## config.mk

```make
export PLATFORM = sky130hd
export DESIGN_NAME = bp_io_cmd_rr_arbiter
export DESIGN_NICKNAME = d
export VERILOG_FILES = /design/src/rtl/bp_io_cmd_rr_arbiter.sv
export SDC_FILE = /design/constraint.sdc
export NUM_CORES = 1
export LEC_CHECK = 0
export ABC_AREA = 1
export BUFFER_PORTS_ARGS = -buffer_cell sky130_fd_sc_hd__buf_2
export CELL_PAD_IN_SITES_DETAIL_PLACEMENT = 0
export CELL_PAD_IN_SITES_GLOBAL_PLACEMENT = 1
export CORE_AREA = 2 2 157 159
export DETAILED_ROUTE_END_ITERATION = 6
export DIE_AREA = 0 0 159 161
export PLACE_DENSITY = 0.58
export SYNTH_ARGS = -nofsm -noshare
export SYNTH_HDL_FRONTEND = slang
export SYNTH_SLANG_ARGS = --single-unit
```

## constraint.sdc

```tcl
create_clock -name clk_i -period 2.19 [get_ports clk_i]
set_input_delay 0.438 -clock clk_i [delete_from_list [all_inputs] [get_ports clk_i]]
set_output_delay 0.438 -clock clk_i [all_outputs]
set_load 0.01 [all_outputs]
```

## src/rtl/bp_io_cmd_rr_arbiter.sv

```systemverilog
// Round-robin arbiter sharing the chip I/O-command ingress between the NBF loader (req0)
// and the host/debug master (req1), routing in-order responses back through a source-tag FIFO.
module bp_io_cmd_rr_arbiter #(
    parameter int msg_width_p       = 64,
    parameter int max_outstanding_p = 4
) (
    input  logic                   clk_i,
    input  logic                   reset_i,

    input  logic [msg_width_p-1:0] req0_cmd_i,
    input  logic                   req0_cmd_v_i,
    output logic                   req0_cmd_yumi_o,
    output logic [msg_width_p-1:0] req0_resp_o,
    output logic                   req0_resp_v_o,
    input  logic                   req0_resp_ready_i,

    input  logic [msg_width_p-1:0] req1_cmd_i,
    input  logic                   req1_cmd_v_i,
    output logic                   req1_cmd_yumi_o,
    output logic [msg_width_p-1:0] req1_resp_o,
    output logic                   req1_resp_v_o,
    input  logic                   req1_resp_ready_i,

    output logic [msg_width_p-1:0] io_cmd_o,
    output logic                   io_cmd_v_o,
    input  logic                   io_cmd_yumi_i,
    input  logic [msg_width_p-1:0] io_resp_i,
    input  logic                   io_resp_v_i,
    output logic                   io_resp_ready_o
);

    localparam int ptr_w = $clog2(max_outstanding_p);
    localparam int cnt_w = ptr_w + 1;
    localparam logic [cnt_w-1:0] cnt_max = cnt_w'(max_outstanding_p);

    typedef enum logic {
        e_idle,
        e_lock
    } state_e;

    state_e                 state_q;
    logic                   lock_grant_q;
    logic                   prio_q;
    logic [ptr_w-1:0]       wr_ptr_q;
    logic [ptr_w-1:0]       rd_ptr_q;
    logic [cnt_w-1:0]       cnt_q;
    logic [max_outstanding_p-1:0] tag_mem;

    logic grant;
    logic any_v;
    logic fifo_full;
    logic fifo_empty;
    logic head;
    logic head_ready;
    logic cmd_hs;
    logic resp_hs;

    assign any_v      = req0_cmd_v_i | req1_cmd_v_i;
    assign fifo_full  = (cnt_q == cnt_max);
    assign fifo_empty = (cnt_q == '0);
    assign head       = tag_mem[rd_ptr_q];

    // Locked grant wins; otherwise favour the pointer's requester and fall back to the other.
    always_comb begin
        grant = 1'b0;
        if (state_q == e_lock) begin
            grant = lock_grant_q;
        end else if (prio_q) begin
            grant = req1_cmd_v_i ? 1'b1 : 1'b0;
        end else begin
            grant = req0_cmd_v_i ? 1'b0 : 1'b1;
        end
    end

    // Handshake outputs are forced low while reset is held, so they never glitch high
    // from leftover requester valids during an asynchronous reset.
    assign io_cmd_v_o      = reset_i & ((state_q == e_lock) | (any_v & ~fifo_full));
    assign io_cmd_o        = grant ? req1_cmd_i : req0_cmd_i;
    assign cmd_hs          = io_cmd_v_o & io_cmd_yumi_i;
    assign req0_cmd_yumi_o = cmd_hs & ~grant;
    assign req1_cmd_yumi_o = cmd_hs &  grant;

    assign head_ready      = head ? req1_resp_ready_i : req0_resp_ready_i;
    assign io_resp_ready_o = reset_i & ~fifo_empty & head_ready;
    assign resp_hs         = io_resp_v_i & io_resp_ready_o;
    assign req0_resp_o     = io_resp_i;
    assign req1_resp_o     = io_resp_i;
    assign req0_resp_v_o   = reset_i & io_resp_v_i & ~fifo_empty & ~head;
    assign req1_resp_v_o   = reset_i & io_resp_v_i & ~fifo_empty &  head;

    // NOTE: all state updates use non-blocking assignments so every register samples
    // pre-edge values regardless of block ordering.
    always_ff @(posedge clk_i or negedge reset_i) begin
        if (!reset_i) begin
            state_q      <= e_idle;
            lock_grant_q <= 1'b0;
            prio_q       <= 1'b0;
        end else begin
            unique case (state_q)
                e_idle: begin
                    if (io_cmd_v_o && !io_cmd_yumi_i) begin
                        state_q      <= e_lock;
                        lock_grant_q <= grant;
                    end
                end
                e_lock: begin
                    if (io_cmd_yumi_i) begin
                        state_q <= e_idle;
                    end
                end
                default: state_q <= e_idle;
            endcase
            if (cmd_hs) begin
                prio_q <= ~grant;
            end
        end
    end

    always_ff @(posedge clk_i or negedge reset_i) begin
        if (!reset_i) begin
            wr_ptr_q <= '0;
            rd_ptr_q <= '0;
            cnt_q    <= '0;
        end else begin
            if (cmd_hs) begin
                wr_ptr_q <= wr_ptr_q + ptr_w'(1);
            end
            if (resp_hs) begin
                rd_ptr_q <= rd_ptr_q + ptr_w'(1);
            end
            unique case ({cmd_hs, resp_hs})
                2'b10:   cnt_q <= cnt_q + cnt_w'(1);
                2'b01:   cnt_q <= cnt_q - cnt_w'(1);
                default: cnt_q <= cnt_q;
            endcase
        end
    end

    // NOTE: tag storage has no reset; entries are only read while the count says they are valid.
    always_ff @(posedge clk_i) begin
        if (cmd_hs) begin
            tag_mem[wr_ptr_q] <= grant;
        end
    end

`ifndef SYNTHESIS
    always @(posedge clk_i) begin
        if (reset_i) begin
            if (state_q == e_lock && !lock_grant_q) assert (req0_cmd_v_i);
            if (state_q == e_lock &&  lock_grant_q) assert (req1_cmd_v_i);
            assert (!(cmd_hs && fifo_full));
            assert (!(resp_hs && fifo_empty));
        end
    end
`endif

endmodule

```

* Yosys cells after proc, flatten, opt, wreduce, memory -nomap -nowiden *
Cells that the tools add are included.
Widths: inputs -> output; s select.

storage, ports and cells
  memories = 0
  latch bits = 0
  input port bits = 200
  output and inout port bits = 198
  memory bits (writable) = 0
  logic and storage cells = 57
  memory bits (read-only) = 0
  flip-flop bits (word level) = 14

operators by class
  reductions and logical operators = 6
  magnitude comparators = 3
  $add $sub $neg = 4
  $mul = 0
  divide/modulo/power cells = 0
  shifts and indexed selects = 0
  bitwise gates (word level) = 19
  equality and inequality tests = 3
  muxes and demuxes = 15

operator list
  operator             number
  $mux 64              1
  $and 1x1->1          12
  $mux 1               9
  $lt 2x3->1 const B   2
  $pmux 3 s2           1
  $not 1->1            5
  $add 2x1->2 const B  2
  $bwmux 4             1
  $add 3x1->3 const B  1
  $eq 3x3->1 const B   1
  $logic_not 3->1      1
  $sub 3x1->3 const B  1
  $bmux 1 s2           1
  $demux 1 s2          1
  $eq 2x1->1 const B   1
  $eq 2x2->1 const B   1
  $ge 2x1->1 const B   1
  $logic_and 1x1->1    2
  $or 1x1->1           2
  $pmux 1 s2           1
  $reduce_and 2->1     1
  $reduce_bool 2->1    1
  $logic_not 1->1      1

* Logic depth before layout (Yosys ltp) *
  depth in word-level cells = 8
  mapped depth = 13
  depth with buffers taken out = 13

* Worst setup path after synthesis *
Ideal clock, no wire load.

  path type = input to register
  start point = input reset_i
  end point = register cnt_q[2]
  data required time = 2059 ps
  data arrival time = 1940 ps
  stages = 11
  slack = 119 ps
  setup time = 131 ps
  cell sequence = buf_2 > nand2_1 > nor2_1 > nand3_1 > inv_1 > ha_1 > inv_1 > fa_1 > a21oi_1 > o21ai_0 > xor2_1

on the way
  longest elaborated chain between the ends = 5
  elaborated cells on any way between the ends = 9

ends and longest elaborated chain
  item                                                    line  RTL
  from (decl)                                             8     input logic reset_i,
  $and 1x1->1 * (2 in series)                             84    assign io_resp_ready_o = reset_i & ~fifo_empty & head_ready;
  $and 1x1->1 *                                           85    assign resp_hs = io_resp_v_i & io_resp_ready_o;
  via resp_hs                                             56    logic resp_hs;
  $eq 2x1->1 / $eq 2x2->1 (equally long branches)         131   unique case ({cmd_hs, resp_hs})
  $pmux 3 s2 / $reduce_bool 2->1 (equally long branches)  -
  to (signal assigned)                                    132   2'b10: cnt_q <= cnt_q + cnt_w'(1);
  to (signal assigned)                                    133   2'b01: cnt_q <= cnt_q - cnt_w'(1);
  to (signal assigned)                                    134   default: cnt_q <= cnt_q;
  to (decl)                                               46    logic [cnt_w-1:0] cnt_q;

Mark *: on every way through the listed nets, which the timed path passes. The rest lies on a longest branch.
A chain may end at the register's enable or synchronous reset.

* Worst setup path after layout *
  start point = register state_q
  end point = output req0_cmd_yumi_o

on the way
  longest elaborated chain between the ends = 4
  elaborated cells on any way between the ends = 6

ends and longest elaborated chain
  item                    line  RTL
  from (decl)             41    state_e state_q;
  from (signal assigned)  95    state_q <= e_idle;
  from (signal assigned)  102   state_q <= e_lock;
  from (signal assigned)  108   state_q <= e_idle;
  $or 1x1->1              77    assign io_cmd_v_o = reset_i & ((state_q == e_lock) | (any_v & ~fifo_full));
  $and 1x1->1             77
  $and 1x1->1             79    assign cmd_hs = io_cmd_v_o & io_cmd_yumi_i;
  $and 1x1->1 *           80    assign req0_cmd_yumi_o = cmd_hs & ~grant;
  to (decl)               12    output logic req0_cmd_yumi_o,

Mark *: on every way between the ends. The rest lies on a longest branch, timed or not.

==> flow_metrics.tcl <==
set metrics [dict create \
    maxSlewHeadroom_pct 86.8 \
    critPathArrivalTime_ns 1.56 \
    hold_viol 0 \
    cts.path.max_buffers 2 \
    grt_usage_pct 5.98 \
    cts.clk_slew.worst_paths_ns 0.04 \
    gp_congestion 0.696 \
    report.final.setup_viol 0 \
    max_freq_ghz 0.502 \
    synthCells 444 \
    grt_pass1_wl_mm 12.4 \
    ys_types 20 \
    drcViolationCount 0 \
    yosysTopAreaCellShare_pct 36.8 \
    synth_edf_count 4 \
    detail-route-antenna-nets 0 \
    finalPower_mw 3.33 \
    drive_gt1_share_pct 43.8 \
    via_count 2655 \
    power_density_nw_per_um2 1030 \
    cts_tree "built" \
    syn_nets 650 \
    cts.sinks 14 \
    area_delta_synth_final_pct 22.4 \
    drv_slew 0 \
    end_kind "output pin" \
    port_buffers 205 \
    grt_remaining_overflow 0 \
    ys.flop_type "dfrtp_1" \
    status "completed" \
    top_layer_used "met4" \
    grt_start_max_net_pins 40 \
    cts_max_level 1 \
    core_area_um2 24000 \
    syn_area_um2 2630 \
    yosys.area.top_type "buf_4" \
    routed_wl_mm 8.39 \
    required_ns 1.75 \
    hpwl_mm 6.90 \
    worst_pin_slew_ns 0.198 \
    path_class "flip-flop to output pin" \
    finalCriticalPeriod_ns 1.99 \
    drtPass1Iterations 4 \
    clk_latency_ns 0.24 \
    rsz0062_at_grt "no" \
    setup_tns_ns 0 \
    numCtsBuffers 3 \
    start_util_pct 11.0 \
    total_leakage_power_nw 1.96 \
    num_rows 57 \
    ys_seq_area_share_pct 14.1 \
    ir_worst_vdd_mv 0.374 \
    hold_buffers 0 \
    met3_length_mm 1.21 \
    antenna_found_initial 1 \
    fp.dieW_um 159 \
    fin_crit_sh_pct 91.0 \
    die_area_um2 25600 \
    first_iter_violations 97 \
    io_pins 398 \
    drt-met1-wl_mm 3.24 \
    worstSetupStartpointType "flip-flop" \
    insertedDiodeCount 0 \
    wl_per_cell_um 9.94 \
    grt_pass1_vias 2529 \
    cp_max_fo 32 \
    max_cap_violations 0 \
    async_reset_ff_share_pct 71.4 \
    fin_skew_ns 0.00186 \
    dieHeight_um 161 \
    ys_warn_count 0 \
    viasPerCell 3.15 \
    synthTopCellsByArea "buf_4 37%, nand2_1 32%, dfrtp_1 9.5%" \
    wl_met2_mm 3.58 \
    syn_avg_cell_area_um2 5.93 \
    nets 727 \
    min_path_type "primary input to asynchronous set/reset pin" \
    synth-seq-cells 14 \
    root_buffer "clkbuf_16" \
]
==> report_power, final <==
part | switching, mW | internal (mW) | total [mW]
logic | 1.53 | 1.01 | 2.54
clock network | 0.0979 | 0.241 | 0.339
registers | 0.0791 | 0.377 | 0.456
==> worst max-delay path: stages (launching register included) <==
cell     delay, ns
dfrtp_1       0.37
inv_2         0.07
or2_0         0.21
nand2_2       0.13
buf_12        0.19
nand4_1       0.13
inv_1         0.08
buf_2         0.13
==> per-stage QoR <==
step	setup slack, ns	std cells	area (µm²)	hold WS, ns	utilization (%)
after floorplan	0.119	444	2630	0.142	-
after global placement	0.0849	839	3120	0.457	13.0
after detailed placement	0.0857	839	3120	0.449	13.0
after CTS	0.0681	843	3200	0.190	13.3
after global routing	0.0117	844	3220	0.201	13.4
final	0.197	844	3220	0.182	13.4
==> synthesized netlist by cell type (2+ instances only) <==
cell type and instances:
ha_1 5, edfxtp_1 4, dfrtp_1 10, inv_1 22
buf_2 8, buf_4 129, o21ai_0 4, a21oi_1 2
nand4_1 4, buf_6 5, nand3_1 11, nor2_1 9
xor2_1 2, nand2_1 223
==> timing repair <==
action                     CTS  global route
setup endpoints to repair    0             2
buffers inserted             0             1
gates resized for setup      0             7
==> cells by family (layout without fill, tap and decap cells) <==
| family | after synthesis | in the layout | synth area share [%] |
|---|---|---|---|
| compound gates | 6 | 6 | 1.14 |
| xor+xnor | 3 | 3 | 0.999 |
| fa+ha+maj | 6 | 6 | 3.14 |
| buf+inv | 166 | 242 | 43.9 |
| flops | 14 | 14 | 14.1 |
| simple gates | 249 | 249 | 36.8 |
==> cell type report <==
| cell class | count | area [µm²] |
|---|---|---|
| inverters | 23 | 86.3 |
| clock inverters | 1 | 3.75 |
| multi-input cells | 264 | 1130 |
| well taps | 324 | 405 |
| repair buffers | 215 | 1150 |
| fillers | 2841 | 20700 |
| clock buffers | 3 | 75.1 |
| flip-flops and latches | 14 | 370 |
==> path summary, 6_finish.rpt <==
path | startpoint | end | depth (start not counted) | slack, ns
worst min-delay path | reset_i | cnt_q[0] | 2 | 0.18
worst min register to register | cnt_q[0] | cnt_q[0] | 1 | 0.48
max in group asynchronous | reset_i | lock_grant_q | 2 | 1.84
min in group clk_i | cnt_q[0] | cnt_q[0] | 1 | 0.48
worst max-delay path | state_q | req0_cmd_yumi_o | 7 | 0.20
worst max register to register | rd_ptr_q[0] | cnt_q[2] | 13 | 0.22
==> state kept, by name, indices dropped and copies added, names as in the netlist <==
signal and count:
rd_ptr_q 2, tag_mem 4, cnt_q 3, state_q 1
wr_ptr_q 2, prio_q 1, lock_grant_q 1
==> layer usage <==
| metal | vias up | track usage, % |
|---|---|---|
| li1 | 1354 | - |
| met1 | 1058 | 6.93 |
| met2 | 212 | 9.17 |
| met3 | 31 | 3.00 |
| met4 | 0 | 2.85 |
| met5 | - | 0 |
==> cells in the final DEF, fill, tap and decap left out, types with 2 or more instances in the layout <==
cell	netlist	layout
buf_12	0	4
buf_2	8	205
buf_4	129	6
clkbuf_16	0	3
dfrtp_1	10	10
edfxtp_1	4	4
ha_1	5	5
inv_1	22	21
inv_2	1	2
nand2_1	223	220
nand2_2	0	3
nand3_1	11	9
nand3_2	1	3
nand4_1	4	4
nor2_1	9	9
o21ai_0	4	3
xor2_1	2	2
Note: power is estimated with default switching activity, not from simulation.
